[src/rtl/alu_seq_pkg.sv]
// Shared types and constants for the ALU sequencer: opcodes, FSM states and
// the ALU control words driven on alu_ctrl (bit k drives Ctrlk).
package alu_seq_pkg;

    localparam int DATA_W = 16;
    localparam int OP_W   = 4;
    localparam int CNT_W  = 4;
    localparam int CTRL_W = 6;

    typedef enum logic [OP_W-1:0] {
        OP_ADD = 4'd0,
        OP_SUB = 4'd1,
        OP_OR  = 4'd2,
        OP_NOT = 4'd3,
        OP_XOR = 4'd4,
        OP_AND = 4'd5,
        OP_MOV = 4'd6,
        OP_INC = 4'd7,
        OP_DEC = 4'd8,
        OP_SLA = 4'd9,
        OP_SLL = 4'd10,
        OP_ROL = 4'd11,
        OP_SRA = 4'd12,
        OP_SRL = 4'd13,
        OP_ROR = 4'd14,
        OP_ILL = 4'd15
    } op_e;

    typedef enum logic [1:0] {
        ST_IDLE = 2'd0,
        ST_EXEC = 2'd1,
        ST_RESP = 2'd2
    } state_e;

    // Words are tabulated as Ctrl0..Ctrl5 left to right, so each literal here
    // is that string bit-reversed; every shift/rotate word has Ctrl0 set.
    localparam logic [CTRL_W-1:0] CTRL_ADD = 6'b010010;
    localparam logic [CTRL_W-1:0] CTRL_SUB = 6'b100010;
    localparam logic [CTRL_W-1:0] CTRL_OR  = 6'b010100;
    localparam logic [CTRL_W-1:0] CTRL_NOT = 6'b001100;
    localparam logic [CTRL_W-1:0] CTRL_XOR = 6'b011100;
    localparam logic [CTRL_W-1:0] CTRL_AND = 6'b011000;
    localparam logic [CTRL_W-1:0] CTRL_MOV = 6'b000000;
    localparam logic [CTRL_W-1:0] CTRL_INC = 6'b110110;
    localparam logic [CTRL_W-1:0] CTRL_DEC = 6'b000110;
    localparam logic [CTRL_W-1:0] CTRL_SLA = 6'b001001;
    localparam logic [CTRL_W-1:0] CTRL_SLL = 6'b000001;
    localparam logic [CTRL_W-1:0] CTRL_ROL = 6'b010001;
    localparam logic [CTRL_W-1:0] CTRL_SRA = 6'b001101;
    localparam logic [CTRL_W-1:0] CTRL_SRL = 6'b000101;
    localparam logic [CTRL_W-1:0] CTRL_ROR = 6'b010101;

endpackage

[src/rtl/alu_seq_dec.sv]
// Combinational opcode decoder: control word, shift/rotate class and
// illegal-opcode flag.
module alu_seq_dec
    import alu_seq_pkg::*;
(
    input  op_e               op_i,
    output logic [CTRL_W-1:0] ctrl_o,
    output logic              is_shift_o,
    output logic              illegal_o
);

    always_comb begin
        ctrl_o     = CTRL_MOV;
        is_shift_o = 1'b0;
        illegal_o  = 1'b0;
        case (op_i)
            OP_ADD: ctrl_o = CTRL_ADD;
            OP_SUB: ctrl_o = CTRL_SUB;
            OP_OR:  ctrl_o = CTRL_OR;
            OP_NOT: ctrl_o = CTRL_NOT;
            OP_XOR: ctrl_o = CTRL_XOR;
            OP_AND: ctrl_o = CTRL_AND;
            OP_MOV: ctrl_o = CTRL_MOV;
            OP_INC: ctrl_o = CTRL_INC;
            OP_DEC: ctrl_o = CTRL_DEC;
            OP_SLA: begin ctrl_o = CTRL_SLA; is_shift_o = 1'b1; end
            OP_SLL: begin ctrl_o = CTRL_SLL; is_shift_o = 1'b1; end
            OP_ROL: begin ctrl_o = CTRL_ROL; is_shift_o = 1'b1; end
            OP_SRA: begin ctrl_o = CTRL_SRA; is_shift_o = 1'b1; end
            OP_SRL: begin ctrl_o = CTRL_SRL; is_shift_o = 1'b1; end
            OP_ROR: begin ctrl_o = CTRL_ROR; is_shift_o = 1'b1; end
            default: illegal_o = 1'b1;
        endcase
    end

endmodule

[src/rtl/alu_seq.sv]
// Request/response sequencer that drives an external combinational ALU for
// one step (logic/arith ops) or cnt steps (shift/rotate ops).
module alu_seq
    import alu_seq_pkg::*;
(
    input  logic              clk,
    input  logic              rst_n,
    input  logic              req_valid,
    output logic              req_ready,
    input  logic [OP_W-1:0]   req_op,
    input  logic [DATA_W-1:0] req_a,
    input  logic [DATA_W-1:0] req_b,
    input  logic              req_cin,
    input  logic [CNT_W-1:0]  req_cnt,
    output logic [CTRL_W-1:0] alu_ctrl,
    output logic [DATA_W-1:0] alu_a,
    output logic [DATA_W-1:0] alu_b,
    output logic              alu_cin,
    input  logic [DATA_W-1:0] alu_y,
    input  logic              alu_cout,
    output logic              rsp_valid,
    input  logic              rsp_ready,
    output logic [DATA_W-1:0] rsp_y,
    output logic              rsp_c,
    output logic              rsp_z,
    output logic              rsp_err
);

    state_e              state_q, state_d;
    op_e                 op_q, op_d;
    logic [CTRL_W-1:0]   ctrl_q, ctrl_d;
    logic [DATA_W-1:0]   work_q, work_d;
    logic [DATA_W-1:0]   b_q, b_d;
    logic                carry_q, carry_d;
    logic [CNT_W-1:0]    cnt_q, cnt_d;

    logic [CTRL_W-1:0]   dec_ctrl;
    logic                dec_shift;
    logic                dec_illegal;

    alu_seq_dec u_dec (
        .op_i       (op_e'(req_op)),
        .ctrl_o     (dec_ctrl),
        .is_shift_o (dec_shift),
        .illegal_o  (dec_illegal)
    );

    always_ff @(posedge clk or negedge rst_n) begin
        if (!rst_n) begin
            state_q <= ST_IDLE;
            op_q    <= OP_ADD;
            ctrl_q  <= '0;
            work_q  <= '0;
            b_q     <= '0;
            carry_q <= 1'b0;
            cnt_q   <= '0;
        end else begin
            state_q <= state_d;
            op_q    <= op_d;
            ctrl_q  <= ctrl_d;
            work_q  <= work_d;
            b_q     <= b_d;
            carry_q <= carry_d;
            cnt_q   <= cnt_d;
        end
    end

    always_comb begin
        state_d = state_q;
        op_d    = op_q;
        ctrl_d  = ctrl_q;
        work_d  = work_q;
        b_d     = b_q;
        carry_d = carry_q;
        cnt_d   = cnt_q;
        case (state_q)
            ST_IDLE: begin
                if (req_valid) begin
                    op_d   = op_e'(req_op);
                    ctrl_d = dec_ctrl;
                    b_d    = req_b;
                    if (dec_illegal) begin
                        work_d  = '0;
                        carry_d = 1'b0;
                        cnt_d   = '0;
                        state_d = ST_RESP;
                    end else begin
                        work_d  = req_a;
                        carry_d = req_cin;
                        // Non-shift ops always run a single ALU step.
                        cnt_d   = dec_shift ? req_cnt : CNT_W'(1);
                        state_d = (dec_shift && req_cnt == '0) ? ST_RESP : ST_EXEC;
                    end
                end
            end
            ST_EXEC: begin
                work_d  = alu_y;
                carry_d = alu_cout;
                cnt_d   = cnt_q - CNT_W'(1);
                if (cnt_q == CNT_W'(1)) state_d = ST_RESP;
            end
            ST_RESP: begin
                if (rsp_ready) state_d = ST_IDLE;
            end
            default: state_d = ST_IDLE;
        endcase
    end

    always_comb begin
        // Gated by rst_n so that ready stays low for the whole reset pulse.
        req_ready = rst_n && (state_q == ST_IDLE);
        alu_ctrl  = CTRL_MOV;
        alu_a     = '0;
        alu_b     = '0;
        alu_cin   = 1'b0;
        rsp_valid = 1'b0;
        rsp_y     = '0;
        rsp_c     = 1'b0;
        rsp_z     = 1'b0;
        rsp_err   = 1'b0;
        if (state_q == ST_EXEC) begin
            alu_ctrl = ctrl_q;
            alu_a    = work_q;
            alu_b    = b_q;
            alu_cin  = carry_q;
        end
        if (state_q == ST_RESP) begin
            rsp_valid = 1'b1;
            rsp_y     = work_q;
            rsp_c     = carry_q;
            rsp_z     = (work_q == '0);
            rsp_err   = (op_q == OP_ILL);
        end
    end

endmodule

[config.mk]
export PLATFORM = sky130hd
export DESIGN_NAME = alu_seq
export DESIGN_NICKNAME = d
export VERILOG_FILES = /design/src/rtl/alu_seq_pkg.sv /design/src/rtl/alu_seq_dec.sv /design/src/rtl/alu_seq.sv
export SDC_FILE = /design/constraint.sdc
export NUM_CORES = 1
export LEC_CHECK = 0
export CORE_MARGIN = 4
export CORE_UTILIZATION = 39
export CTS_BUF_LIST = sky130_fd_sc_hd__clkbuf_16
export CTS_CLUSTER_DIAMETER = 80
export CTS_CLUSTER_SIZE = 30
export DETAILED_ROUTE_END_ITERATION = 8
export PLACE_DENSITY = 0.82
export RECOVER_POWER = 50
export SYNTH_ARGS = -nofsm -noshare
export SYNTH_HDL_FRONTEND = slang
export SYNTH_SLANG_ARGS = --single-unit
[constraint.sdc]
create_clock -name clk -period 1.5 [get_ports clk]
set_input_delay 0.375 -clock clk [delete_from_list [all_inputs] [get_ports clk]]
set_output_delay 0.375 -clock clk [all_outputs]
set_load 0.1 [all_outputs]
; ---- After elaboration in Yosys (flattened, before gate mapping)
; Index checks and enable logic that the tools add are counted.
[totals]
latchBits = 0
romBits = 0
elab_cells = 68
ram_bits = 0
n_memories = 0
inputBits = 62
reg_bits = 49
[op_classes]
n_reduce_logical = 12
order_cmp = 0
eq_ne = 21
n_mux = 27
multipliers = 0
div = 0
n_shift = 0
n_bitwise = 0
n_addsub = 1
[op_table]
columns = operator, count
row1 = $pmux 6 s14, 1
row2 = $mux 16, 5
row3 = $eq 4x4->1 const B, 8
row4 = $pmux 16 s2, 1
row5 = $eq 4x3->1 const B, 4
row6 = $logic_not 16->1, 1
row7 = $reduce_or 15->1, 1
row8 = $mux 4, 3
row9 = $mux 2, 5
row10 = $eq 4x1->1 const B, 2
row11 = $eq 4x2->1 const B, 2
row12 = $logic_not 4->1, 2
row13 = $mux 1, 8
row14 = $pmux 4 s2, 1
row15 = $mux 6, 1
row16 = $ne 2x2->1 const B, 3
row17 = $pmux 2 s3, 1
row18 = $reduce_or 6->1, 1
row19 = $reduce_and 2->1, 2
row20 = $sub 4x1->4 const B, 1
row21 = $reduce_and 3->1, 1
row22 = $eq 2x1->1 const B, 1
row23 = $eq 2x2->1 const B, 1
row24 = $logic_and 1x1->1, 2
row25 = other kinds (3), 3

; ---- Longest topological paths before layout
; Gate-level depths: netlist (run 1).
[logic_depth]
ltp_word = 8
depth_mapped = 7
ltp_nobuf = 5

; ---- Hierarchy
; Synthesis (run 1) repeated with hierarchy kept, for this count alone.
[hier_totals]
hier_cells = 267
area_unflattened_um2 = 2736.4
[by_module_without_submodules]
columns = module, n_inst, area_per_inst_um2, cells_each, seq_area_each_um2
row1 = alu_seq, 1, 2543.7, 239, 1226.2
row2 = alu_seq_dec, 1, 192.7, 28, 0.0

; ---- Worst setup path before layout (run 1)
; OpenSTA, ideal clock, no wires.
[synth_path]
path_type = register to output
start = reg state_q[1]
end = out rsp_err
required_time_ns = 1.125
stages_incl_launch_ff = 6
path_slack_ns = -1.973
arrival_time_ns = 3.098
path_cell_list = dfrtp_1 -> buf_2 -> nor2b_1 -> clkbuf_1 -> nand3_1 -> nor2_1
[synth_between]
elab_chain_len = 2
[synth_lines]
columns = item, line_no
row1 = from (decl), alu_seq.sv:29  ; state_e state_q, state_d;
row2 = from (signal assigned), alu_seq.sv:58  ; state_q <= state_d;
row3 = $eq 2x2->1, alu_seq.sv:127  ; if (state_q == ST_RESP) begin
row4 = $mux 1, alu_seq.sv:127
row5 = to (decl), alu_seq.sv:26  ; output logic rsp_err
; No other way between the ends.

; ---- Worst setup path in the final report (run 1)
[layout_path]
start = reg work_q[1]
end = out rsp_z
[layout_between]
elab_chain_len = 2
[layout_lines]
columns = item, line_no
row1 = from (decl), alu_seq.sv:32  ; logic [DATA_W-1:0] work_q, work_d;
row2 = from (signal assigned), alu_seq.sv:61  ; work_q <= work_d;
row3 = $logic_not 16->1, alu_seq.sv:131  ; rsp_z = (work_q == '0);
row4 = $mux 1, alu_seq.sv:127
row5 = to (decl), alu_seq.sv:25  ; output logic rsp_z,
; No other way between the ends.

==> results.txt, run 1 <==
Final setup fails: 100
Num rows: 31
Slew headroom: 16.2%
Failing checks: setup timing
RSZ-0062 raised after global routing: true
R2r startpoint: state_q[1]$_DFFE_PN0P_
Core ar.: 7250 µm²
Drt total wl: 15,100 µm
Area Growth Syn to Fin: 116%
Layout cells sized above 1: 51.4%
Die height: 94.2 µm
Cell Chain, Critical Path: nor4_2 > buf_4 > nand3_4 > nor2_4 > buf_12
Net count after synthesis: 407
CTS root buf: clkbuf_16
Placed cell areas: 5320 µm²
Post-synth EDFFs: 0
CTS sink count: 49
Nets: 584
H-tree Lvls: 2
Clock Path Buffers: 2
Hpwl dp: 7690 µm
Worst-Margin Slew: 1260 ps
First-pass GRT wire length: 17,800 µm
Async S/R FF share, synth: 100%
Yosys top cell by area: dfrtp_1
Status: finished, violations left
Setup ws final: -470 ps
CP max stage delay: 420 ps
Vias post-DR: 3,518
Final Max Slew Viols: 0
Crit path launch type: register
Starting Density: 39.9%
Yosys warning count: 0
Pre-CTS WS: -461 ps
Routed wire per std cell: 24.3 µm
Largest net degree at the start of global routing: 50
CP Max Fanout: 2
Post-synth cell types: 44
Crit path required time: 1120 ps
Fmax: 0.508 GHz
First drt pass iteration count: 5
Final Hold Fails: 0
DR vias/cell: 5.67
CP max stage cell: dfrtp_1
Worst r2r dst: work_q[1]$_DFFE_PN0P_
#FFs+latches synth: 49
Seq/Total Area, Yosys: 42.3%
# IOs: 122
Clk slew on worst S/H paths: 70 ps
Top_reg_cell synth: dfrtp_1
Worst-Skew Late Latency: 300 ps
Syn avg cell area: 8.44 µm²
Synth area leaders: dfrtp_1, and2_1, nand2_1, nor2_1, a221oi_2
Initial DRC Count: 247
Most frequent cells after synthesis: nand2_1, and2_1, dfrtp_1, nor2_1, nand2b_1
Final Wtd Congestion: 0.900
Synthesized cell area: 2900 µm²
CTS tree: built
Die Wd: 94.2 µm
Max_cap viols: 0
Hold EP: b_q[2]$_DFFE_PN0P_
Fin crit share: 131%
Worst setup EP type: output port
FF-to-FF setup slack: -190 ps
Hold path cells: 2
Vias in the first global route: 3,322
Hold Crit Class: reg -> reg
Num CTS Buffers: 5
Min cycle time layout: 1970 ps
Final instance area: 6240 µm²
Die area: 8870 µm²
Synthesized instance count: 343
Global route total overflow: 0
Routed Antenna Nets: 0
Crit path DAT: 1590 ps
Cts hold-fix bufs: 0
IO buf count: 121
Number of diodes: 0
Worst Clk Skew: 9.17 ps
Initial antenna violation count: 0
Post-route DRC violation count: 0
Most common cell in the netlist: nand2_1
GRT Util Overall: 26.4%
WS Path Type: reg -> out
Area share of the largest cell type after synthesis: 42.3%
HP Start: b_q[2]$_DFFE_PN0P_
R2r worst-path depth: 7
repair_timing:
action,4_1_cts,5_1_grt
setup buffers,8,16
pin swaps,40,61
gates resized for setup,49,75
cloned,4,4
setup endpoints to repair,89,103
critical path, delay by kind of cell, from the launching register on:
| family | cells | cell delay (ps) |
|---|---|---|
| flip-flops | 1 | 420 |
| buffers and inverters | 2 | 350 |
| AND/OR/NAND/NOR | 3 | 520 |
metal layers:
metal,GRT usage [%],vias up,part of all wire (%)
li1,-,1488,-
met1,28.2,1789,36
met2,49.6,181,53
met3,4.49,60,5.7
met4,12.8,0,5.6
met5,0,-,0
per-stage QoR:
step | util (%) | TNS, ps | hold slack, ps | cells
6_report | 86.1 | -27030 | 486 | 620
4_1_cts | 80.6 | -22670 | 252 | 607
3_5_place_dp | 73.4 | -18160 | 463 | 588
2_1_floorplan | - | -9610 | 79.4 | 343
3_3_place_gp | 73.4 | -15070 | 458 | 588
5_1_grt | 86.1 | -31180 | 522 | 620
how the worst max path moves through the flow:
stage	slack (ps)	end	depth (start not counted)	from
floorplan	-290	rsp_err	4	state_q[0]$_DFFE_PN0P_
global placement	-380	state_q[1]$_DFFE_PN0P_	5	req_op[0]
detailed placement	-460	work_q[11]$_DFFE_PN0P_	6	req_op[1]
CTS	-380	rsp_z	5	work_q[2]$_DFFE_PN0P_
global route	-560	rsp_z	5	work_q[1]$_DFFE_PN0P_
finish	-470	rsp_z	5	work_q[1]$_DFFE_PN0P_
layout make-up:
cell class,count,area (µm²)
clock buffers,5,125
clock inverters,3,42.5
inverters,5,18.8
multi-input cells,263,2050
repair buffers,196,2650
flip-flops and latches,49,1230
well taps,99,124
fillers,296,1010
logic make-up (layout without fill, tap and decap cells):
logic type | count (synthesis) | count (layout) | synth area share (%)
xor+xnor | 3 | 3 | 0.907
fa+ha+maj | 2 | 2 | 0.864
simple gates | 210 | 210 | 36.6
compound gates | 47 | 47 | 13.5
mux | 1 | 1 | 0.346
buf+inv | 31 | 209 | 5.49
flops | 49 | 49 | 42.3
registers in the layout, summed over array words and instances (netlist names):
signal,flops
carry_q,1
work_q,16
ctrl_q,6
cnt_q,4
state_q,2
b_q,16
op_q,4
layout by cell type, fill, tap and decap left out, types with 2 or more instances in the layout:
cell             Yosys  final
dlygate4sd2_1        0      3
nor4_4               0      2
nor2_4               0      6
buf_16               0      2
nand3_1              6      4
inv_1                5      6
o21ai_0              9      8
and2_4               0     58
a31oi_1              2      2
nand2_1             69     42
ha_1                 2      2
dfrtp_1             49     47
nor4_2               0      2
nand2_2              0     19
a221oi_4             0      7
clkdlybuf4s50_1      0     56
clkbuf_16            0      8
nand2b_4             1      2
a221oi_2             8      8
o21ai_1              2      2
nor2_1              42     36
xor2_1               2      2
buf_4                1     40
nor2b_4              0      2
nand2_4              0      8
buf_8                0      6
a22oi_2              0      2
buf_6                4     16
nand2b_1            16     15
nor3b_1              2      2
a21oi_1              5      4
nand3_4              0      2
dfrtp_2              0      2
o211ai_1             3      3
nor2b_1              4      2
buf_12               0     67
Power of run 1 is left out: the tool's default activity adds up to more than one toggle a clock period on the data nets, which glitch-free logic cannot reach.
==> run 2: changes to the inputs <==
Settings changed: CTS_CLUSTER_SIZE 30 to 24, GPL_TIMING_DRIVEN set to 1.
==> results of run 2 <==
The final DEF is identical to that of run 1; final timing and power are the same.
Power of run 2 is left out for the same reason.
==> run 3: changes to the inputs <==
Settings changed: CTS_CLUSTER_DIAMETER 80 to 200.
==> results of run 3 <==
The final DEF is identical to that of run 1; final timing and power are the same.
Power of run 3 is left out for the same reason.
